===== config.mk =====
export PLATFORM = sky130hd
export DESIGN_NAME = axi_w_order_sched
export DESIGN_NICKNAME = d
export VERILOG_FILES = /design/src/rtl/axi_w_order_sched.sv
export SDC_FILE = /design/constraint.sdc
export NUM_CORES = 1
export LEC_CHECK = 0
export ABC_AREA = 0
export CORE_MARGIN = 2
export CORE_UTILIZATION = 50
export CTS_BUF_LIST = sky130_fd_sc_hd__clkbuf_8 sky130_fd_sc_hd__clkbuf_16
export DETAILED_ROUTE_END_ITERATION = 10
export PLACE_DENSITY = 0.85
export SLEW_MARGIN = 25
export SYNTH_ARGS = -nofsm -noshare
export SYNTH_HDL_FRONTEND = slang
export SYNTH_SLANG_ARGS = --single-unit

===== constraint.sdc =====
create_clock -name ACLK -period 5.46 [get_ports ACLK]
set_clock_uncertainty 0.2 [all_clocks]
set_input_delay 1.092 -clock ACLK [delete_from_list [all_inputs] [get_ports ACLK]]
set_output_delay 1.092 -clock ACLK [all_outputs]
set_load 0.01 [all_outputs]

===== src/rtl/axi_w_order_sched.sv =====
// axi_w_order_sched: W-channel scheduler for an AXI3-style slave port.
// AW grants are queued as {master index, AWID, AWLEN} in an order FIFO.
// W beats are then routed from one master at a time, in AW-grant order.
// S_WID is regenerated from the queued AWID, and beat counts are checked
// against AWLEN, with a sticky LEN_ERR flag on mismatch.
module axi_w_order_sched #(
  parameter int unsigned NUM_M      = 2,
  parameter int unsigned WIDTH_ID   = 4,
  parameter int unsigned WIDTH_DATA = 32,
  parameter int unsigned DEPTH      = 8,
  localparam int unsigned IDX_W     = (NUM_M > 1) ? $clog2(NUM_M) : 1,
  localparam int unsigned CNT_W     = $clog2(DEPTH) + 1,
  localparam int unsigned STRB_W    = WIDTH_DATA / 8
) (
  input  logic                        ACLK,
  input  logic                        ARESET,
  input  logic                        AW_HS,
  input  logic [IDX_W-1:0]            AW_IDX,
  input  logic [WIDTH_ID-1:0]         AW_ID,
  input  logic [7:0]                  AW_LEN,
  output logic                        AW_ORDER_READY,
  input  logic [NUM_M-1:0]            M_WVALID,
  input  logic [NUM_M-1:0]            M_WLAST,
  input  logic [NUM_M*WIDTH_DATA-1:0] M_WDATA,
  input  logic [NUM_M*STRB_W-1:0]     M_WSTRB,
  output logic [NUM_M-1:0]            M_WREADY,
  output logic [WIDTH_ID-1:0]         S_WID,
  output logic [WIDTH_DATA-1:0]       S_WDATA,
  output logic [STRB_W-1:0]           S_WSTRB,
  output logic                        S_WLAST,
  output logic                        S_WVALID,
  input  logic                        S_WREADY,
  output logic [CNT_W-1:0]            ORDER_CNT,
  output logic                        LEN_ERR
);

  localparam int unsigned PTR_W = $clog2(DEPTH);
  localparam logic [CNT_W-1:0] FULL_CNT = CNT_W'(DEPTH);

  typedef struct packed {
    logic [IDX_W-1:0]    idx;
    logic [WIDTH_ID-1:0] id;
    logic [7:0]          len;
  } ent_t;

  typedef enum logic {
    ST_IDLE  = 1'b0,
    ST_BURST = 1'b1
  } state_t;

  ent_t                mem_q [DEPTH];
  logic [PTR_W-1:0]    wr_ptr_q, wr_ptr_d;
  logic [PTR_W-1:0]    rd_ptr_q, rd_ptr_d;
  logic [CNT_W-1:0]    cnt_q, cnt_d;
  state_t              state_q, state_d;
  logic [IDX_W-1:0]    cur_idx_q, cur_idx_d;
  logic [WIDTH_ID-1:0] cur_id_q, cur_id_d;
  logic [7:0]          cur_len_q, cur_len_d;
  logic [7:0]          beat_cnt_q, beat_cnt_d;
  logic                len_err_q, len_err_d;

  ent_t                head;
  logic                empty;
  logic                full;
  logic                push;
  logic                pop;
  logic                beat;
  logic                sel_valid;
  logic                sel_last;
  logic [WIDTH_DATA-1:0] sel_data;
  logic [STRB_W-1:0]   sel_strb;

  assign head           = mem_q[rd_ptr_q];
  assign empty          = (cnt_q == '0);
  assign full           = (cnt_q == FULL_CNT);
  assign AW_ORDER_READY = !full;
  assign ORDER_CNT      = cnt_q;
  assign LEN_ERR        = len_err_q;
  assign push           = AW_HS && !full;
  assign beat           = (state_q == ST_BURST) && sel_valid && S_WREADY;
  assign pop            = ((state_q == ST_IDLE) && !empty) ||
                          (beat && sel_last && !empty);

  // Select the W signals of the master that owns the current burst.
  always_comb begin
    sel_valid = 1'b0;
    sel_last  = 1'b0;
    sel_data  = '0;
    sel_strb  = '0;
    for (int unsigned i = 0; i < NUM_M; i++) begin
      if (cur_idx_q == IDX_W'(i)) begin
        sel_valid = M_WVALID[i];
        sel_last  = M_WLAST[i];
        sel_data  = M_WDATA[i*WIDTH_DATA +: WIDTH_DATA];
        sel_strb  = M_WSTRB[i*STRB_W +: STRB_W];
      end
    end
  end

  // Drive the slave W channel and the owning master's WREADY; quiet in IDLE.
  always_comb begin
    S_WVALID = 1'b0;
    S_WLAST  = 1'b0;
    S_WDATA  = '0;
    S_WSTRB  = '0;
    S_WID    = '0;
    M_WREADY = '0;
    if (state_q == ST_BURST) begin
      S_WVALID = sel_valid;
      S_WLAST  = sel_last;
      S_WDATA  = sel_data;
      S_WSTRB  = sel_strb;
      S_WID    = cur_id_q;
      for (int unsigned i = 0; i < NUM_M; i++) begin
        if (cur_idx_q == IDX_W'(i)) begin
          M_WREADY[i] = S_WREADY;
        end
      end
    end
  end

  // Next-state for FIFO pointers, occupancy, burst FSM and length checker.
  always_comb begin
    wr_ptr_d   = wr_ptr_q;
    rd_ptr_d   = rd_ptr_q;
    cnt_d      = cnt_q;
    state_d    = state_q;
    cur_idx_d  = cur_idx_q;
    cur_id_d   = cur_id_q;
    cur_len_d  = cur_len_q;
    beat_cnt_d = beat_cnt_q;
    len_err_d  = len_err_q;

    if (push) begin
      wr_ptr_d = wr_ptr_q + PTR_W'(1);
    end
    if (pop) begin
      rd_ptr_d = rd_ptr_q + PTR_W'(1);
    end
    if (push && !pop) begin
      cnt_d = cnt_q + CNT_W'(1);
    end else if (pop && !push) begin
      cnt_d = cnt_q - CNT_W'(1);
    end

    unique case (state_q)
      ST_IDLE: begin
        if (!empty) begin
          cur_idx_d  = head.idx;
          cur_id_d   = head.id;
          cur_len_d  = head.len;
          beat_cnt_d = '0;
          state_d    = ST_BURST;
        end
      end
      ST_BURST: begin
        if (beat) begin
          if (sel_last && (beat_cnt_q != cur_len_q)) begin
            len_err_d = 1'b1;
          end
          if (!sel_last && (beat_cnt_q == cur_len_q)) begin
            len_err_d = 1'b1;
          end
          if (beat_cnt_q != 8'hFF) begin
            beat_cnt_d = beat_cnt_q + 8'd1;
          end
          // The burst ends only on WLAST; a queued head is taken in the same
          // cycle so consecutive bursts run without a bubble.
          if (sel_last) begin
            if (!empty) begin
              cur_idx_d  = head.idx;
              cur_id_d   = head.id;
              cur_len_d  = head.len;
              beat_cnt_d = '0;
            end else begin
              state_d = ST_IDLE;
            end
          end
        end
      end
      default: state_d = ST_IDLE;
    endcase
  end

  // Control registers with synchronous reset.
  always_ff @(posedge ACLK) begin
    if (ARESET) begin
      wr_ptr_q   <= '0;
      rd_ptr_q   <= '0;
      cnt_q      <= '0;
      state_q    <= ST_IDLE;
      cur_idx_q  <= '0;
      cur_id_q   <= '0;
      cur_len_q  <= '0;
      beat_cnt_q <= '0;
      len_err_q  <= 1'b0;
    end else begin
      wr_ptr_q   <= wr_ptr_d;
      rd_ptr_q   <= rd_ptr_d;
      cnt_q      <= cnt_d;
      state_q    <= state_d;
      cur_idx_q  <= cur_idx_d;
      cur_id_q   <= cur_id_d;
      cur_len_q  <= cur_len_d;
      beat_cnt_q <= beat_cnt_d;
      len_err_q  <= len_err_d;
    end
  end

  // Order FIFO storage; contents are qualified by the count, so no reset.
  always_ff @(posedge ACLK) begin
    if (!ARESET && push) begin
      mem_q[wr_ptr_q] <= '{idx: AW_IDX, id: AW_ID, len: AW_LEN};
    end
  end

endmodule


== Word-level counts from Yosys, hierarchy flattened ==
Memory sizes are Yosys's and may differ from the RTL's. A register that Yosys moved wholly into a read port is not among the register bits.
Index checks and enable logic that the tools add are counted.

* Reductions and logical operators: 24
* Div/mod/pow operators: 0
* Shift-type cells: 0
* Add/sub/neg operators: 5
* Mux-type cells: 42
* Multipliers: 0
* Equality and inequality tests: 7
* $lt $le $gt $ge: 0
* Bitwise logic cells: 1

{| class="wikitable"
|+ Operator list
! operator !! number
|-
| 2-to-1 mux 32 bit || 2
|-
| 2-to-1 mux 8 bit || 8
|-
| 2-to-1 mux 4 bit || 8
|-
| case mux 8 bit (2 select lines) || 2
|-
| 2-to-1 mux 1 bit || 16
|-
| logical AND 1 bit || 11
|-
| adder 8 x 1 -> 8 bit (second input constant) || 1
|-
| == test 8 bit || 1
|-
| != test 8 bit || 1
|-
| != test 8 bit (second input constant) || 1
|-
| case mux 4 bit (2 select lines) || 1
|-
| adder 3 x 1 -> 3 bit (second input constant) || 2
|-
| zero test 1 bit || 6
|-
| 2-to-1 mux 3 bit || 2
|-
| adder 4 x 1 -> 4 bit (second input constant) || 1
|-
| == test 4 bit (second input constant) || 1
|-
| zero test 4 bit || 1
|-
| != test 2 x 1 -> 1 bit (second input constant) || 2
|-
| case mux 1 bit (2 select lines) || 2
|-
| AND reduction 2 bit || 2
|-
| nonzero test 2 bit || 2
|-
| subtractor 4 x 1 -> 4 bit (second input constant) || 1
|-
| AND reduction 3 bit || 1
|-
| 2-to-1 mux 2 bit || 1
|-
| 3 further kinds || 3
|}

* Register bits: 33
* Memories: 1
* ROM bits: 0
* Word-level logic and storage cells: 89
* Output and inout bits: 50
* Bits in latches: 0
* Bits of input ports: 93
* RAM bits: 104

{| class="wikitable"
|+ Memory list
! name !! words !! bits a word !! read ports !! clocked after memory_dff !! write ports !! RTL line !! source
|-
| mem_q || 8 || 13 || 1 || 1 || 1 || 51 || <nowiki>ent_t mem_q [DEPTH];</nowiki>
|}

== Logic depth before layout (Yosys ltp) ==
* Word-level depth: 9
* Gate-level depth with buffers: 14
* Gate-level depth less buffers: 10

== Worst setup path after synthesis ==
Ideal clock, no wire load.

* Kind: in2reg
* Start: input port M_WVALID[0]
* End: register cnt_q[3], in the netlist ORDER_CNT[3]
* Required time: 5.139 ns
* Setup time: 0.121 ns
* Arrival time: 3.468 ns
* Cell stages on the path: 13
* Setup slack: 1.671 ns
* Path buffers: 3
* Path through: mux2i_2 > o31a_1 > buf_2 > or2_1 > buf_6 > buf_6 > ha_1 > inv_1 > ha_1 > a21o_1 > a21oi_1 > mux2i_1 > mux2_2

* Longest elaborated chain between the ends: 9
* Elaborated cells on any way between the ends: 11
* Those cells by class: mux (2); reduce/logical (9)

{| class="wikitable"
|+ RTL lines
! what !! RTL line !! source
|-
| start: declaration || 22 || <nowiki>input logic [NUM_M-1:0] M_WVALID,</nowiki>
|-
| 2-to-1 mux 1 bit (*) || 91 || <nowiki>if (cur_idx_q == IDX_W'(i)) begin</nowiki>
|-
| logical AND 1 bit (*) (2 in series) || 80 || <nowiki>assign beat = (state_q == ST_BURST) && sel_valid && S_WREADY;</nowiki>
|-
| logical AND 1 bit (*) (2 in series) || 82 || <nowiki>(beat && sel_last && !empty);</nowiki>
|-
| logical OR 1 bit (*) || 81 || <nowiki>assign pop = ((state_q == ST_IDLE) && !empty) ||</nowiki>
|-
| zero test 1 bit || 140 || <nowiki>if (push && !pop) begin</nowiki>
|-
| logical AND 1 bit || 140 ||
|-
| 2-to-1 mux 4 bit or nonzero test 2 bit (tied branches) || - ||
|-
| end signal: assignment || 200 || <nowiki>cnt_q <= cnt_d;</nowiki>
|-
| end: declaration || 54 || <nowiki>logic [CNT_W-1:0] cnt_q, cnt_d;</nowiki>
|}

Mark *: on every way between the ends. The rest lies on a longest branch, timed or not.
A chain may end at the register's enable or synchronous reset.

== Worst setup path after layout ==
* Start: input port M_WLAST[0]
* End: output port S_WLAST

* Longest elaborated chain between the ends: 2

{| class="wikitable"
|+ RTL lines
! what !! RTL line !! source
|-
| start: declaration || 23 || <nowiki>input logic [NUM_M-1:0] M_WLAST,</nowiki>
|-
| 2-to-1 mux 1 bit || 91 ||
|-
| 2-to-1 mux 1 bit || 108 || <nowiki>if (state_q == ST_BURST) begin</nowiki>
|-
| end: declaration || 30 || <nowiki>output logic S_WLAST,</nowiki>
|}

No other way between the ends.

==> run summary <==
Run status: complete, no violations
Hold path depth: 2
Top-count cell post-synth: edfxtp_1
Layout cells sized above 1: 0.157
Final Slew Violations: 0
Diodes inserted: 0
Nets: 699
Synth top cells by count: edfxtp_1 (104), mux2i_1 (39), nor2b_1 (39)
Number of global-route vias before repair: 4430
Die ar.: 0.0137 mm^2
TritonCTS clock tree: done
CTS Root Cell: clkbuf_16
Hold path startpoint: cur_id_q[3]$_SDFFE_PP0P_
DP Area: 0.00802 mm^2
WHS Endpoint: cur_id_q[3]$_SDFFE_PP0P_
Worst setup SP type: input pin
Final Cell Area: 0.00858 mm^2
Net count after synthesis: 552
Crit end category: output port
Critical-path maximum fanout: 3
Minimum clock period: 3.80 ns
CTS Buffer Depth: 2
Worst R2R End: ORDER_CNT[3]$_SDFFE_PP0P_
Final period utilization: 0.696
WHS: 0.244 ns
1st-iter DRT viols: 379
Vert. Die Dim: 117 um
Reg area: 0.00385 mm^2
Avg Vias per Cell: 5.61
Total power draw: 3.74 mW
Syn avg cell area: 14.2 um^2
RR Startpoint: cur_idx_q$_SDFFE_PP0P_
Drt total wl: 16.5 mm
GR Overflow Total: 0
Top cells by area, synth: edfxtp_1 (49%), dfxtp_1 (11%), mux4_2 (9.1%)
RSZ-0062 raised after global routing: false
Num Clock Sinks: 140
Power density cells: 436 mW/mm^2
Area grow syn2layout: 33.9%
Register-to-Register Path Depth: 11
TNS Setup: 0 ns
Synth area leader: edfxtp_1
Overall routing resource usage: 0.246
Worst-path clk slew: 0.05 ns
Via count: 4396
Mapped Area: 0.00641 mm^2
First-pass DRT Iterations: 7
Remaining antenna violation count after routing: 0
Yosys warnings: 0
Num ports: 143
Post-CTS sizing: 0
Slowest stage delay, CP: 0.51 ns
Row cnt: 41
First-pass GRT wire length: 24.0 mm
Port Buffers: 142
Max_cap viols: 0
Core Region: 0.0126 mm^2
Number of synthesized flops with an enable pin: 104
Largest net degree at the start of global routing: 47
Rel. slew slack: 0.507
Yosys top cell area share: 0.487
Core Util, Final: 0.683
# setup viols final: 0
# Post-CTS Setup Buffers: 0
Endpoints failing hold: 0
Pleak: 2.88 nW
Crit path buffers/inverters: 2
Reg-to-reg slack, setup: 1.84 ns
Class of the worst hold path: register to register
Crit-path most repeated cell: clkdlybuf4s50_1
Footprint of the multi-input gates: 0.00236 mm^2
GP Congestion: 0.919
Crit-path cells: clkdlybuf4s50_1, mux2_2, and2_1, clkdlybuf4s50_1
Synthesis-stage register bit count: 140
CTS H-tree lvls: 4
Hold Buf Count CTS: 0
Max Freq: 263 MHz
Fillcell total: 887
Worst Max-Slew Pin Slew: 0.732 ns
Slowest CP cell: clkdlybuf4s50_1
WP data required: 4.17 ns
Post-DR wirelength/cell: 21.0 um
Die width: 117 um
Synth cell types: 48
Post-Synthesis Cells: 452
Ys async rst share: 0
Critical path class: input pin to output port
Synth Flop Type: edfxtp_1
Starting Density: 0.510
Residual DRC count: 0
Arrival time at the worst endpoint: 2.51 ns
HPWL after DPL: 11.3 mm
Delay-heaviest family, CP: buffers and inverters
Worst skew pair latency: 0.42 ns
CP Launch Point: M_WLAST[0]
Number of CTS-inserted buffers: 17
Antenna violations before repair: 0
Worst vdd ir: 258 uV
Sequential share of the synthesized area: 0.600
## tightest hold or removal path: stages, from the launching register on
cell and delay (ns):
dfxtp_1 0.30, inv_1 0.05, a21oi_1 0.05
## how the worst max path moves through the flow
stage               slack [ns]                   endpoint  cells after the start
finish                    1.66                    S_WLAST                      4
global route              1.54  ORDER_CNT[3]$_SDFFE_PP0P_                     11
CTS                       1.65                    S_WLAST                      4
detailed placement        1.33  ORDER_CNT[3]$_SDFFE_PP0P_                     11
global placement          1.36  ORDER_CNT[3]$_SDFFE_PP0P_                     11
floorplan                 1.67  ORDER_CNT[3]$_SDFFE_PP0P_                     13
## sequential cells by signal, summed over array words and instances, names as in the netlist, named ones only
signal / count
rd_ptr_q: 3
ORDER_CNT: 4
cur_len_q: 8
cur_id_q: 4
cur_idx_q: 1
state_q: 1
beat_cnt_q: 8
mem_q: 104
wr_ptr_q: 3
LEN_ERR: 1
## metal layers
metal | GRT usage | share of wire | up-vias
met1 | 0.252 | 0.34 | 2138
met5 | 0 | 0 | -
li1 | - | - | 2005
met4 | 0.137 | 0.048 | 0
met2 | 0.451 | 0.53 | 211
met3 | 0.0654 | 0.087 | 42
## power breakdown
part	switching [mW]	internal [mW]
clock	0.451	0.632
sequential	0.106	1.25
combinational	0.611	0.690
total	1.17	2.57
## per-stage QoR
step	instances	setup slack [ns]
6_report	784	1.66
5_1_grt	784	1.54
4_1_cts	784	1.65
3_5_place_dp	752	1.33
3_3_place_gp	752	1.36
2_1_floorplan	452	1.67
## layout make-up
cell class,count,area share
multi-input cells,266,0.275
clock inverters,15,0.0160
flip-flops and latches,140,0.448
inverters,17,0.00744
well taps,172,0.0251
repair buffers,157,0.179
clock buffers,17,0.0496
## cell usage in the layout, fill, tap and decap left out, drive strengths merged, types with 3 or more instances in the layout
cell and count:
clkbuf 17, a21oi 24, nor2b 39, nor3 5
nand4 3, ha 6, xnor2 9, nor2 21
o31ai 16, mux2i 40, buf 15, inv 21
mux2 17, clkinv 8, nand3 8, and2 5
dfxtp 36, edfxtp 104, or4 5, xor2 3
clkdlybuf4s50 142, mux4 26, or3 3, nand2 8
o21ai 6
## kinds of logic (layout without fill, tap and decap cells)
kind of cell,after synthesis,in the layout,share of synthesized area
AOI/OAI and AO/OA,57,57,0.0555
xor gates and xnor gates,12,12,0.0164
adders and majority gates,7,7,0.0148
buffers and inverters,46,206,0.0322
DFF,140,140,0.600
muxes,83,83,0.186
and+or+nand+nor,107,107,0.0957
No activity file was read; power rests on OpenSTA's default activity.
